## config.mk

```make
export PLATFORM = sky130hd
export DESIGN_NAME = atm_digit_entry_flat
export DESIGN_NICKNAME = d
export VERILOG_FILES = /design/src/rtl/atm_digit_entry_pkg.sv /design/src/rtl/atm_digit_entry_if.sv /design/src/rtl/atm_digit_entry_btn_debounce.sv /design/src/rtl/atm_digit_entry.sv /design/src/flat_wrapper.sv
export SDC_FILE = /design/constraint.sdc
export NUM_CORES = 1
export LEC_CHECK = 0
export BUFFER_PORTS_ARGS = -buffer_cell sky130_fd_sc_hd__buf_2
export CORE_ASPECT_RATIO = 1.4
export CORE_UTILIZATION = 27
export DETAILED_ROUTE_END_ITERATION = 6
export PLACE_DENSITY = 0.38
export SLEW_MARGIN = 40
export SYNTH_ARGS = -nofsm -noshare
export SYNTH_HDL_FRONTEND = slang
export SYNTH_HIERARCHICAL = 1
export SYNTH_SLANG_ARGS = --single-unit
export TNS_END_PERCENT = 20
```

## constraint.sdc

```tcl
create_clock -name clk -period 5.8 [get_ports clk]
set_input_delay 1.16 -clock clk [delete_from_list [all_inputs] [get_ports clk]]
set_output_delay 1.16 -clock clk [all_outputs]
set_load 0.005 [all_outputs]
```

## src/rtl/atm_digit_entry_pkg.sv

```systemverilog
// Shared ATM definitions: entry-FSM state encoding, push-button index map,
// debounce default and BCD digit helpers used by the entry, control and display paths.
package atm_pkg;

  typedef enum logic [1:0] {
    ST_IDLE    = 2'd0,
    ST_EDIT    = 2'd1,
    ST_CONVERT = 2'd2,
    ST_DONE    = 2'd3
  } entry_state_t;

  localparam int BTN_UP     = 0;
  localparam int BTN_DOWN   = 1;
  localparam int BTN_LEFT   = 2;
  localparam int BTN_RIGHT  = 3;
  localparam int BTN_CENTER = 4;
  localparam int NUM_BTNS   = 5;

  localparam int DEBOUNCE_CYCLES_DEFAULT = 1_000_000;

  // Non-decimal codes are folded back into the 0..9 range.
  function automatic logic [3:0] bcd_inc(input logic [3:0] d);
    return (d >= 4'd9) ? 4'd0 : d + 4'd1;
  endfunction

  function automatic logic [3:0] bcd_dec(input logic [3:0] d);
    return ((d == 4'd0) || (d > 4'd9)) ? 4'd9 : d - 4'd1;
  endfunction

endpackage

```

## src/rtl/atm_digit_entry_if.sv

```systemverilog
// Operator-entry bundle: raw buttons and FSM handshake toward the entry block,
// BCD echo, cursor and converted result back to the control FSM and display.
interface atm_digit_entry_if #(
  parameter int NUM_DIGITS = 4
);
  localparam int VAL_W = 4 * NUM_DIGITS;
  localparam int CUR_W = (NUM_DIGITS > 1) ? $clog2(NUM_DIGITS) : 1;

  logic             btn_up;
  logic             btn_down;
  logic             btn_left;
  logic             btn_right;
  logic             btn_center;
  logic             entry_start;
  logic             entry_abort;
  logic [VAL_W-1:0] digits;
  logic [CUR_W-1:0] cursor;
  logic             editing;
  logic [VAL_W-1:0] entry_value;
  logic             entry_valid;

  modport master (
    output btn_up, btn_down, btn_left, btn_right, btn_center,
    output entry_start, entry_abort,
    input  digits, cursor, editing, entry_value, entry_valid
  );

  modport slave (
    input  btn_up, btn_down, btn_left, btn_right, btn_center,
    input  entry_start, entry_abort,
    output digits, cursor, editing, entry_value, entry_valid
  );

endinterface

```

## src/rtl/atm_digit_entry_btn_debounce.sv

```systemverilog
// One push-button: 2-flop synchronizer, stable-level counter and a single
// press pulse on the debounced rising edge (no auto-repeat while held).
module btn_debounce
  import atm_pkg::*;
#(
  parameter int DEBOUNCE_CYCLES = DEBOUNCE_CYCLES_DEFAULT
) (
  input  logic clk,
  input  logic rst_n,
  input  logic btn_i,
  output logic press_o
);

  localparam int CNT_W = (DEBOUNCE_CYCLES > 1) ? $clog2(DEBOUNCE_CYCLES + 1) : 1;
  localparam logic [CNT_W-1:0] CNT_LAST = CNT_W'(DEBOUNCE_CYCLES - 1);

  logic             sync1_q;
  logic             sync2_q;
  logic             level_q;
  logic             level_d;
  logic             level_dly_q;
  logic             press_q;
  logic [CNT_W-1:0] cnt_q;
  logic [CNT_W-1:0] cnt_d;

  // Any cycle back at the accepted level restarts the stability count.
  always_comb begin
    cnt_d   = cnt_q;
    level_d = level_q;
    if (sync2_q == level_q) begin
      cnt_d = '0;
    end else if (cnt_q == CNT_LAST) begin
      cnt_d   = '0;
      level_d = sync2_q;
    end else begin
      cnt_d = cnt_q + CNT_W'(1);
    end
  end

  always_ff @(posedge clk) begin
    if (!rst_n) begin
      sync1_q     <= 1'b0;
      sync2_q     <= 1'b0;
      cnt_q       <= '0;
      level_q     <= 1'b0;
      level_dly_q <= 1'b0;
      press_q     <= 1'b0;
    end else begin
      sync1_q     <= btn_i;
      sync2_q     <= sync1_q;
      cnt_q       <= cnt_d;
      level_q     <= level_d;
      level_dly_q <= level_q;
      press_q     <= level_q & ~level_dly_q;
    end
  end

  assign press_o = press_q;

endmodule

```

## src/rtl/atm_digit_entry.sv

```systemverilog
// Operator digit entry: debounced buttons edit a BCD field under a cursor;
// confirm converts it MSD-first to binary and strobes the result to the ATM FSM.
module atm_digit_entry
  import atm_pkg::*;
#(
  parameter int NUM_DIGITS      = 4,
  parameter int DEBOUNCE_CYCLES = DEBOUNCE_CYCLES_DEFAULT
) (
  input logic              clk,
  input logic              rst_n,
  atm_digit_entry_if.slave bus
);

  localparam int VAL_W = 4 * NUM_DIGITS;
  localparam int CUR_W = (NUM_DIGITS > 1) ? $clog2(NUM_DIGITS) : 1;
  localparam logic [CUR_W-1:0] CURSOR_MAX = CUR_W'(NUM_DIGITS - 1);

  logic [NUM_BTNS-1:0] btn_raw;
  logic [NUM_BTNS-1:0] press;

  entry_state_t     state_q;
  logic [VAL_W-1:0] digits_q;
  logic [CUR_W-1:0] cursor_q;
  logic [CUR_W-1:0] idx_q;
  logic [VAL_W-1:0] acc_q;
  logic [VAL_W-1:0] entry_value_q;
  logic             entry_valid_q;
  logic             editing_q;

  logic [VAL_W-1:0] digits_up_d;
  logic [VAL_W-1:0] digits_dn_d;
  logic [VAL_W-1:0] acc_d;
  logic [3:0]       conv_digit;

  assign btn_raw[BTN_UP]     = bus.btn_up;
  assign btn_raw[BTN_DOWN]   = bus.btn_down;
  assign btn_raw[BTN_LEFT]   = bus.btn_left;
  assign btn_raw[BTN_RIGHT]  = bus.btn_right;
  assign btn_raw[BTN_CENTER] = bus.btn_center;

  for (genvar g = 0; g < NUM_BTNS; g++) begin : g_btn
    btn_debounce #(
      .DEBOUNCE_CYCLES(DEBOUNCE_CYCLES)
    ) u_debounce (
      .clk    (clk),
      .rst_n  (rst_n),
      .btn_i  (btn_raw[g]),
      .press_o(press[g])
    );
  end

  // Candidate field after up/down on the cursor digit, and the digit being converted.
  always_comb begin
    digits_up_d = digits_q;
    digits_dn_d = digits_q;
    conv_digit  = 4'd0;
    for (int i = 0; i < NUM_DIGITS; i++) begin
      if (CUR_W'(i) == cursor_q) begin
        digits_up_d[i*4 +: 4] = bcd_inc(digits_q[i*4 +: 4]);
        digits_dn_d[i*4 +: 4] = bcd_dec(digits_q[i*4 +: 4]);
      end else begin
        digits_up_d[i*4 +: 4] = digits_q[i*4 +: 4];
        digits_dn_d[i*4 +: 4] = digits_q[i*4 +: 4];
      end
      if (CUR_W'(i) == idx_q) begin
        conv_digit = digits_q[i*4 +: 4];
      end else begin
        conv_digit = conv_digit;
      end
    end
    acc_d = (acc_q * VAL_W'(10)) + VAL_W'(conv_digit);
  end

  // Entry FSM: a restart outranks abort and buttons; one edit action per cycle.
  always_ff @(posedge clk) begin
    if (!rst_n) begin
      state_q       <= ST_IDLE;
      digits_q      <= '0;
      cursor_q      <= CURSOR_MAX;
      idx_q         <= CURSOR_MAX;
      acc_q         <= '0;
      entry_value_q <= '0;
      entry_valid_q <= 1'b0;
      editing_q     <= 1'b0;
    end else begin
      entry_valid_q <= 1'b0;
      if (bus.entry_start) begin
        state_q   <= ST_EDIT;
        digits_q  <= '0;
        cursor_q  <= CURSOR_MAX;
        editing_q <= 1'b1;
      end else begin
        case (state_q)
          ST_IDLE: begin
            state_q <= ST_IDLE;
          end
          ST_EDIT: begin
            if (bus.entry_abort) begin
              state_q   <= ST_IDLE;
              editing_q <= 1'b0;
            end else if (press[BTN_CENTER]) begin
              state_q <= ST_CONVERT;
              acc_q   <= '0;
              idx_q   <= CURSOR_MAX;
            end else if (press[BTN_UP]) begin
              digits_q <= digits_up_d;
            end else if (press[BTN_DOWN]) begin
              digits_q <= digits_dn_d;
            end else if (press[BTN_LEFT]) begin
              cursor_q <= (cursor_q == CURSOR_MAX) ? cursor_q : cursor_q + CUR_W'(1);
            end else if (press[BTN_RIGHT]) begin
              cursor_q <= (cursor_q == '0) ? cursor_q : cursor_q - CUR_W'(1);
            end else begin
              state_q <= ST_EDIT;
            end
          end
          ST_CONVERT: begin
            if (bus.entry_abort) begin
              state_q   <= ST_IDLE;
              editing_q <= 1'b0;
            end else if (idx_q == '0) begin
              acc_q         <= acc_d;
              entry_value_q <= acc_d;
              entry_valid_q <= 1'b1;
              editing_q     <= 1'b0;
              state_q       <= ST_DONE;
            end else begin
              acc_q <= acc_d;
              idx_q <= idx_q - CUR_W'(1);
            end
          end
          ST_DONE: begin
            state_q <= ST_IDLE;
          end
          default: begin
            state_q   <= ST_IDLE;
            editing_q <= 1'b0;
          end
        endcase
      end
    end
  end

  assign bus.digits      = digits_q;
  assign bus.cursor      = cursor_q;
  assign bus.editing     = editing_q;
  assign bus.entry_value = entry_value_q;
  assign bus.entry_valid = entry_valid_q;

endmodule

```

## src/flat_wrapper.sv

```systemverilog
// flat-port wrapper written by rule: the top's interface ports become plain ports
module atm_digit_entry_flat import atm_pkg::*;
#(
  parameter int NUM_DIGITS      = 4,
  parameter int DEBOUNCE_CYCLES = DEBOUNCE_CYCLES_DEFAULT
)
  (clk, rst_n, bus_btn_up, bus_btn_down, bus_btn_left, bus_btn_right, bus_btn_center, bus_entry_start, bus_entry_abort, bus_digits, bus_cursor, bus_editing, bus_entry_value, bus_entry_valid);
  atm_digit_entry_if #(.NUM_DIGITS(NUM_DIGITS)) bus_i ();
  input logic clk;
  input logic rst_n;
  input wire logic [$bits(bus_i.btn_up)-1:0] bus_btn_up;
  input wire logic [$bits(bus_i.btn_down)-1:0] bus_btn_down;
  input wire logic [$bits(bus_i.btn_left)-1:0] bus_btn_left;
  input wire logic [$bits(bus_i.btn_right)-1:0] bus_btn_right;
  input wire logic [$bits(bus_i.btn_center)-1:0] bus_btn_center;
  input wire logic [$bits(bus_i.entry_start)-1:0] bus_entry_start;
  input wire logic [$bits(bus_i.entry_abort)-1:0] bus_entry_abort;
  output wire logic [$bits(bus_i.digits)-1:0] bus_digits;
  output wire logic [$bits(bus_i.cursor)-1:0] bus_cursor;
  output wire logic [$bits(bus_i.editing)-1:0] bus_editing;
  output wire logic [$bits(bus_i.entry_value)-1:0] bus_entry_value;
  output wire logic [$bits(bus_i.entry_valid)-1:0] bus_entry_valid;
  assign bus_i.btn_up = bus_btn_up;
  assign bus_i.btn_down = bus_btn_down;
  assign bus_i.btn_left = bus_btn_left;
  assign bus_i.btn_right = bus_btn_right;
  assign bus_i.btn_center = bus_btn_center;
  assign bus_i.entry_start = bus_entry_start;
  assign bus_i.entry_abort = bus_entry_abort;
  assign bus_digits = bus_i.digits;
  assign bus_cursor = bus_i.cursor;
  assign bus_editing = bus_i.editing;
  assign bus_entry_value = bus_i.entry_value;
  assign bus_entry_valid = bus_i.entry_valid;
  atm_digit_entry #(.NUM_DIGITS(NUM_DIGITS), .DEBOUNCE_CYCLES(DEBOUNCE_CYCLES)) u_core (.clk(clk), .rst_n(rst_n), .bus(bus_i));
endmodule
```

Word level (Yosys, flattened, before mapping)
Index checks and enable logic that the tools add are counted.

operators by class
  magnitude comparators = 8
  muxes and demuxes = 51
  multipliers = 1
  reductions and logical operators = 39
  shifts and indexed selects = 0
  div/mod/pow operators = 0
  equal/unequal tests = 37
  $add $sub $neg = 17
  bitwise operators = 22

operators by type and width
  kind                   count
  $add 20x1->20 const B  5
  $eq 20x20->1 const B   5
  $mux 16                5
  $mux 4                 20
  $reduce_and 5->1       7
  $mux 2                 16
  $pmux 16 s2            1
  $ne 5x5->1 const B     4
  $not 1->1              17
  $add 16x4->16          1
  $add 4x1->4 const B    4
  $ge 4x4->1 const B     4
  $gt 4x4->1 const B     4
  $logic_not 4->1        4
  $mul 16x3->15 const B  1
  $ne 4x4->1 const B     4
  $sub 4x1->4 const B    4
  $reduce_or 3->1        5
  $ne 2x2->1 const B     6
  $reduce_and 2->1       5
  $eq 2x2->1 const A     4
  $reduce_and 8->1       1
  $eq 2x2->1 const B     3
  $logic_not 2->1        3
  21 further kinds       42

storage, ports and cells
  memories = 0
  flip-flop bits (word level) = 181
  input port bits = 9
  bits in writable memories = 0
  bits in latches = 0
  ROM bits = 0

Longest topological paths before layout
  word-level depth = 8
  depth in mapped cells = 17
  gate-level depth less buffers = 17

Hierarchy
Netlist, hierarchy kept.

modules (own cells, without submodules)
  module                                          area each (um2)  seq. area each (um2)  instances  cells an instance
  btn_debounce at u_core.g_btn[0].u_debounce ...  1,093.5          500.5                 4          116
  atm_digit_entry                                 4,244.1          1,101.1               1          557
  btn_debounce at u_core.g_btn[4].u_debounce      1,071.0          500.5                 1          120

Worst setup path after synthesis
Ideal clock, no wire load.

  path kind = reg2reg
  start point = register u_core.idx_q[0]
  end point = register u_core.entry_value_q[14] (netlist: u_core/bus.entry_value[14])
  setup slack = 2.987 ns
  stages on the path, launching flop included = 17
  setup time = 0.116 ns
  data arrival time = 2.697 ns
  data required time = 5.684 ns
  clock period less this slack = 2.813 ns
  path through = dfxtp_1 inv_1 ha_1 nand2_1 nor2_1 a21oi_1 nor2_1 a21oi_1 o21ai_0 ha_1 a21o_1 a21oi_1 nor4_4 nand2_1 nor4_4 mux2i_1 nor2_1

on the way
  cells in the longest elaborated chain, start to end = 6

RTL lines
  what                    RTL line                                       RTL
  start, declared         atm_digit_entry.sv:24                          logic [CUR_W-1:0] idx_q;
  start signal, assigned  atm_digit_entry.sv:129                         idx_q <= idx_q - CUR_W'(1);
  $logic_not 2->1         atm_digit_entry.sv:65, atm_digit_entry.sv:121
  $mux 4 (4 in series)    atm_digit_entry.sv:65                          if (CUR_W'(i) == idx_q) begin
  $add 16x4->16           atm_digit_entry.sv:71                          acc_d = (acc_q * VAL_W'(10)) + VAL_W'(conv_digit);
  end signal, assigned    atm_digit_entry.sv:82                          entry_value_q <= '0;
  end signal, assigned    atm_digit_entry.sv:123                         entry_value_q <= acc_d;
  end, declared           atm_digit_entry.sv:26                          logic [VAL_W-1:0] entry_value_q;

Parallel ways exist; a longest one is shown, timed or not.
A chain may end at the register's enable or synchronous reset.

Final worst setup path
  start point = register u_core.idx_q[0]
  end point = register u_core.acc_q[14]

on the way
  cells in the longest elaborated chain, start to end = 8

RTL lines
  what                  RTL line                RTL
  $logic_not 2->1       atm_digit_entry.sv:65
  $mux 4 (3 in series)  atm_digit_entry.sv:65
  $mux 4 (*)            atm_digit_entry.sv:65
  $add 16x4->16 (*)     atm_digit_entry.sv:71
  $mux 16 (*)           atm_digit_entry.sv:118  if (bus.entry_abort) begin
  $pmux 16 s2 (*)       atm_digit_entry.sv:93   case (state_q)
  end signal, assigned  atm_digit_entry.sv:81   acc_q <= '0;
  end signal, assigned  atm_digit_entry.sv:103  acc_q <= '0;
  end signal, assigned  atm_digit_entry.sv:122  acc_q <= acc_d;
  end, declared         atm_digit_entry.sv:25   logic [VAL_W-1:0] acc_q;

Every way passes the cells marked *; elsewhere a longest branch is shown, timed or not. The select of a mux whose other input is x is not followed.

==> impl_results.md <==
- Largest stage delay, worst path: roughly 390 ps
- Syn Nets: 1,205
- HP Class: register to register
- # clock sinks: 180
- Nets: 1,242
- IO buf count: 44
- Top-Level Pins: 45
- Setup Fix Bufs, Post-CTS: 0
- CTS H-tree depth: 4
- Top-count cell post-synth: dfxtp_1
- EDFF count, synth: 0
- Final hold vios: 0
- Critical Path Start Type: register
- Setup CP Type: register to register
- Synth area leader: dfxtp_1
- Layout cells sized above 1: 9.83%
- Final max-slew violation count: 0
- Crit path capture type: register
- GPL Wtd Cong: 0.764
- Via count: slightly below 8,000
- Placed cell area: around 10,000 sq um
- Top post-synthesis cells by count: dfxtp_1, nor2_1, nand2_1
- Storage cell area: 3600 sq um
- Largest cells by area after synthesis: dfxtp_1, ha_1, nor2_1
- Asr flop ratio synth: 0%
- Area of the multi-input gates: about 5700 sq um
- First-pass GRT wire length: 39,000 um
- RSZ-0062 raised after global routing: false
- Top cell type's share of synthesized area: 37.2%
- Vias in the first global route: a little under 8,000
- Initial antenna violation count: 0
- Synth Warn #: 6
- # rows: 81
- DRC errors left: 0
- Vias/cell: 4.70
- Crit path cell chain: inv_1 -> ha_1 -> nand2_1 -> nor2_1 -> a21oi_1 -> nor2_1 -> a21oi_1 -> o21ai_0 -> ha_1 -> a21o_1 -> a21oi_1 -> nor4_4 -> nand2_1 -> nor4_4 -> mux2i_1 -> nand2_1
- Congestion Overflow GR: 0
- Die width: 162 um
- Worst VDD drop: 126 uV
- Final setup fails: 0
- Latest clock arrival within the worst-skew pair: between 400 and 500 ps
- Total Wirelength: 23,000 um
- Gr usage total: 13.4%
- Static leakage: 4.12 nW
- Post-synth top flop: dfxtp_1
- Clk root buf: clkbuf_16
- Mapped Area: 9690 sq um
- Initial core utilization: 27.6%
- Chip height: 226 um
- Final ANT Viol Nets: 0
- Final Cell Area: 11,000 sq um
- MaxCap Viol Count: 0
- Buffers and inverters on the worst path: 1
- Fmax: around 320 MHz
- Required @ worst endpoint: between 6000 and 7000 ps
- DRT Pass-1 Iters: 4
- Clk_skew: 9.95 ps
- DP Wirelength: 16,800 um
- Run status: finished, final reports clean
- CTS tree: done
- CP max stage cell: dfxtp_1
- Post-Syn Area per Cell: 8.49 sq um
- CTS max path bufs: 2
- Die ar.: around 37,000 sq um
- Final Critical Period: 3170 ps
- Largest net degree at the start of global routing: 39
- CTS resizes: 0
- DRT iter0 DRCs: 355
- Mapped Cells: 1,141
- # diodes: 0
- Crit path DAT: 3510 ps
- Tcrit/Tclk final: between 50% and 60%
- Post-synthesis sequential area ratio: 37.2%
- CTS clk-pin slew, worst paths: 70 ps
- Layout area overhead: 13.5%
- PwrDens: 228 nW/um^2
- WL/cell: between 10 and 15 um
- Num CTS Buffers: 17
- Slew @ Worst Pin: roughly 810 ps
- Max Fanout on Critical Path: 8
- Synth Register Bits: 180
- Post-route setup TNS: 0 ps
- Core footprint: 35,200 sq um
- Max_slew headroom: 45.8%
- CP delay by family, top: simple AND/OR/NAND/NOR gates
- # fillers: approximately 3,700
- Yosys cell types: 70
- Cts hold-fix bufs: 0
==> final timing paths <==
kind,from,to,slack (ps),cells past startpoint
worst min register to register,u_core/g_btn[4].u_debounce/level_dly_q,u_core/g_btn[4].u_debounce/press_o,390,1
worst min-delay path,u_core/g_btn[4].u_debounce/level_dly_q,u_core/g_btn[4].u_debounce/press_o,390,1
worst max-delay path,u_core/idx_q[0],u_core/acc_q[14],2630,16
worst max register to register,u_core/idx_q[0],u_core/acc_q[14],2630,16
==> registers in the layout, summed over array words and instances, names as in the netlist <==
register                             count
u_core/bus.editing                       1
u_core/g_btn.u_debounce/press_o          5
u_core/acc_q                            15
u_core/bus.digits                       16
u_core/bus.entry_value                  16
u_core/g_btn.u_debounce/sync2_q          5
u_core/bus.cursor                        2
u_core/g_btn.u_debounce/level_dly_q      5
u_core/g_btn.u_debounce/sync1_q          5
u_core/idx_q                             2
u_core/g_btn.u_debounce/level_q          5
u_core/bus.entry_valid                   1
u_core/state_q                           2
u_core/g_btn.u_debounce/cnt_q          100
==> final cells by class <==
type	instances	share of cell area (%)
Multi-Input combinational cell	877	52.3
Timing Repair Buffer	51	2.48
Clock inverter	13	1.65
Tap cell	456	5.19
Inverter	51	1.74
Sequential cell	180	32.8
Clock buffer	18	3.90
==> metal layers <==
metal / vias up / share of wire, % / global-route usage, %
met1: 3564 / 46 / 15.5
met3: 21 / 2.2 / 2.48
met2: 70 / 50 / 24.2
met5: - / 0 / 0
met4: 0 / 1.7 / 4.99
li1: 4074 / - / -
==> stage by stage <==
step,total power [mW],setup slack (ps),util [%],hold slack (ps),std cells
after floorplan,1.29,2990,-,368,1141
after global placement,1.31,2620,29.5,387,1615
after detailed placement,1.31,2580,29.5,384,1615
after CTS,2.56,2570,31.2,395,1646
after global routing,2.61,2240,31.3,398,1646
final,2.51,2630,31.3,389,1646
==> placed cells by master, fill, tap and decap left out, types with 5 or more instances in the layout <==
cell type | synthesis | layout
nor2_1 | 176 | 176
o21ai_0 | 38 | 37
buf_4 | 0 | 7
and2_1 | 26 | 26
o21bai_1 | 5 | 5
clkbuf_16 | 0 | 17
nand2b_1 | 9 | 9
nand2_1 | 109 | 109
nand3_1 | 29 | 29
a21oi_1 | 61 | 61
a22oi_1 | 14 | 14
or4_1 | 10 | 10
or3_1 | 9 | 9
ha_1 | 53 | 53
nand3b_1 | 5 | 5
buf_2 | 4 | 44
a21o_1 | 6 | 6
nor4_4 | 7 | 7
inv_1 | 50 | 50
o31ai_1 | 10 | 10
nand4_1 | 24 | 24
a211oi_1 | 6 | 6
nor3_1 | 32 | 32
nor4_1 | 25 | 25
nor2b_1 | 6 | 6
o221ai_1 | 6 | 6
dfxtp_1 | 180 | 180
xor2_1 | 35 | 35
and3_1 | 14 | 14
xnor2_1 | 62 | 62
nor4b_1 | 5 | 5
mux2i_1 | 20 | 20
==> cell families after synthesis <==
group	after synthesis	share of synthesized area, %
AND/OR/NAND/NOR	523	28.9
AO/OA/AOI/OAI	181	12.0
adder cells (fa/ha/maj)	55	7.26
XOR/XNOR	98	8.94
multiplexers	20	2.07
buffers and inverters	84	3.63
flip-flops	180	37.2
==> where the power goes <==
part | switching [mW] | internal, mW | total [mW]
clock network | 0.509 | 0.719 | 1.23
registers | 0.00270 | 1.24 | 1.24
logic | 0.0261 | 0.0102 | 0.0363
total | 0.538 | 1.97 | 2.51
==> worst register-to-register path, delay by kind of cell, from the launching register on <==
family,cells,cell delay [ps]
and+or+nand+nor,7,1090
AOI/OAI and AO/OA,5,680
adders and majority gates,2,610
DFF,1,390
muxes,1,220
buffers and inverters,1,90
Note: power is estimated with default switching activity, not from simulation.
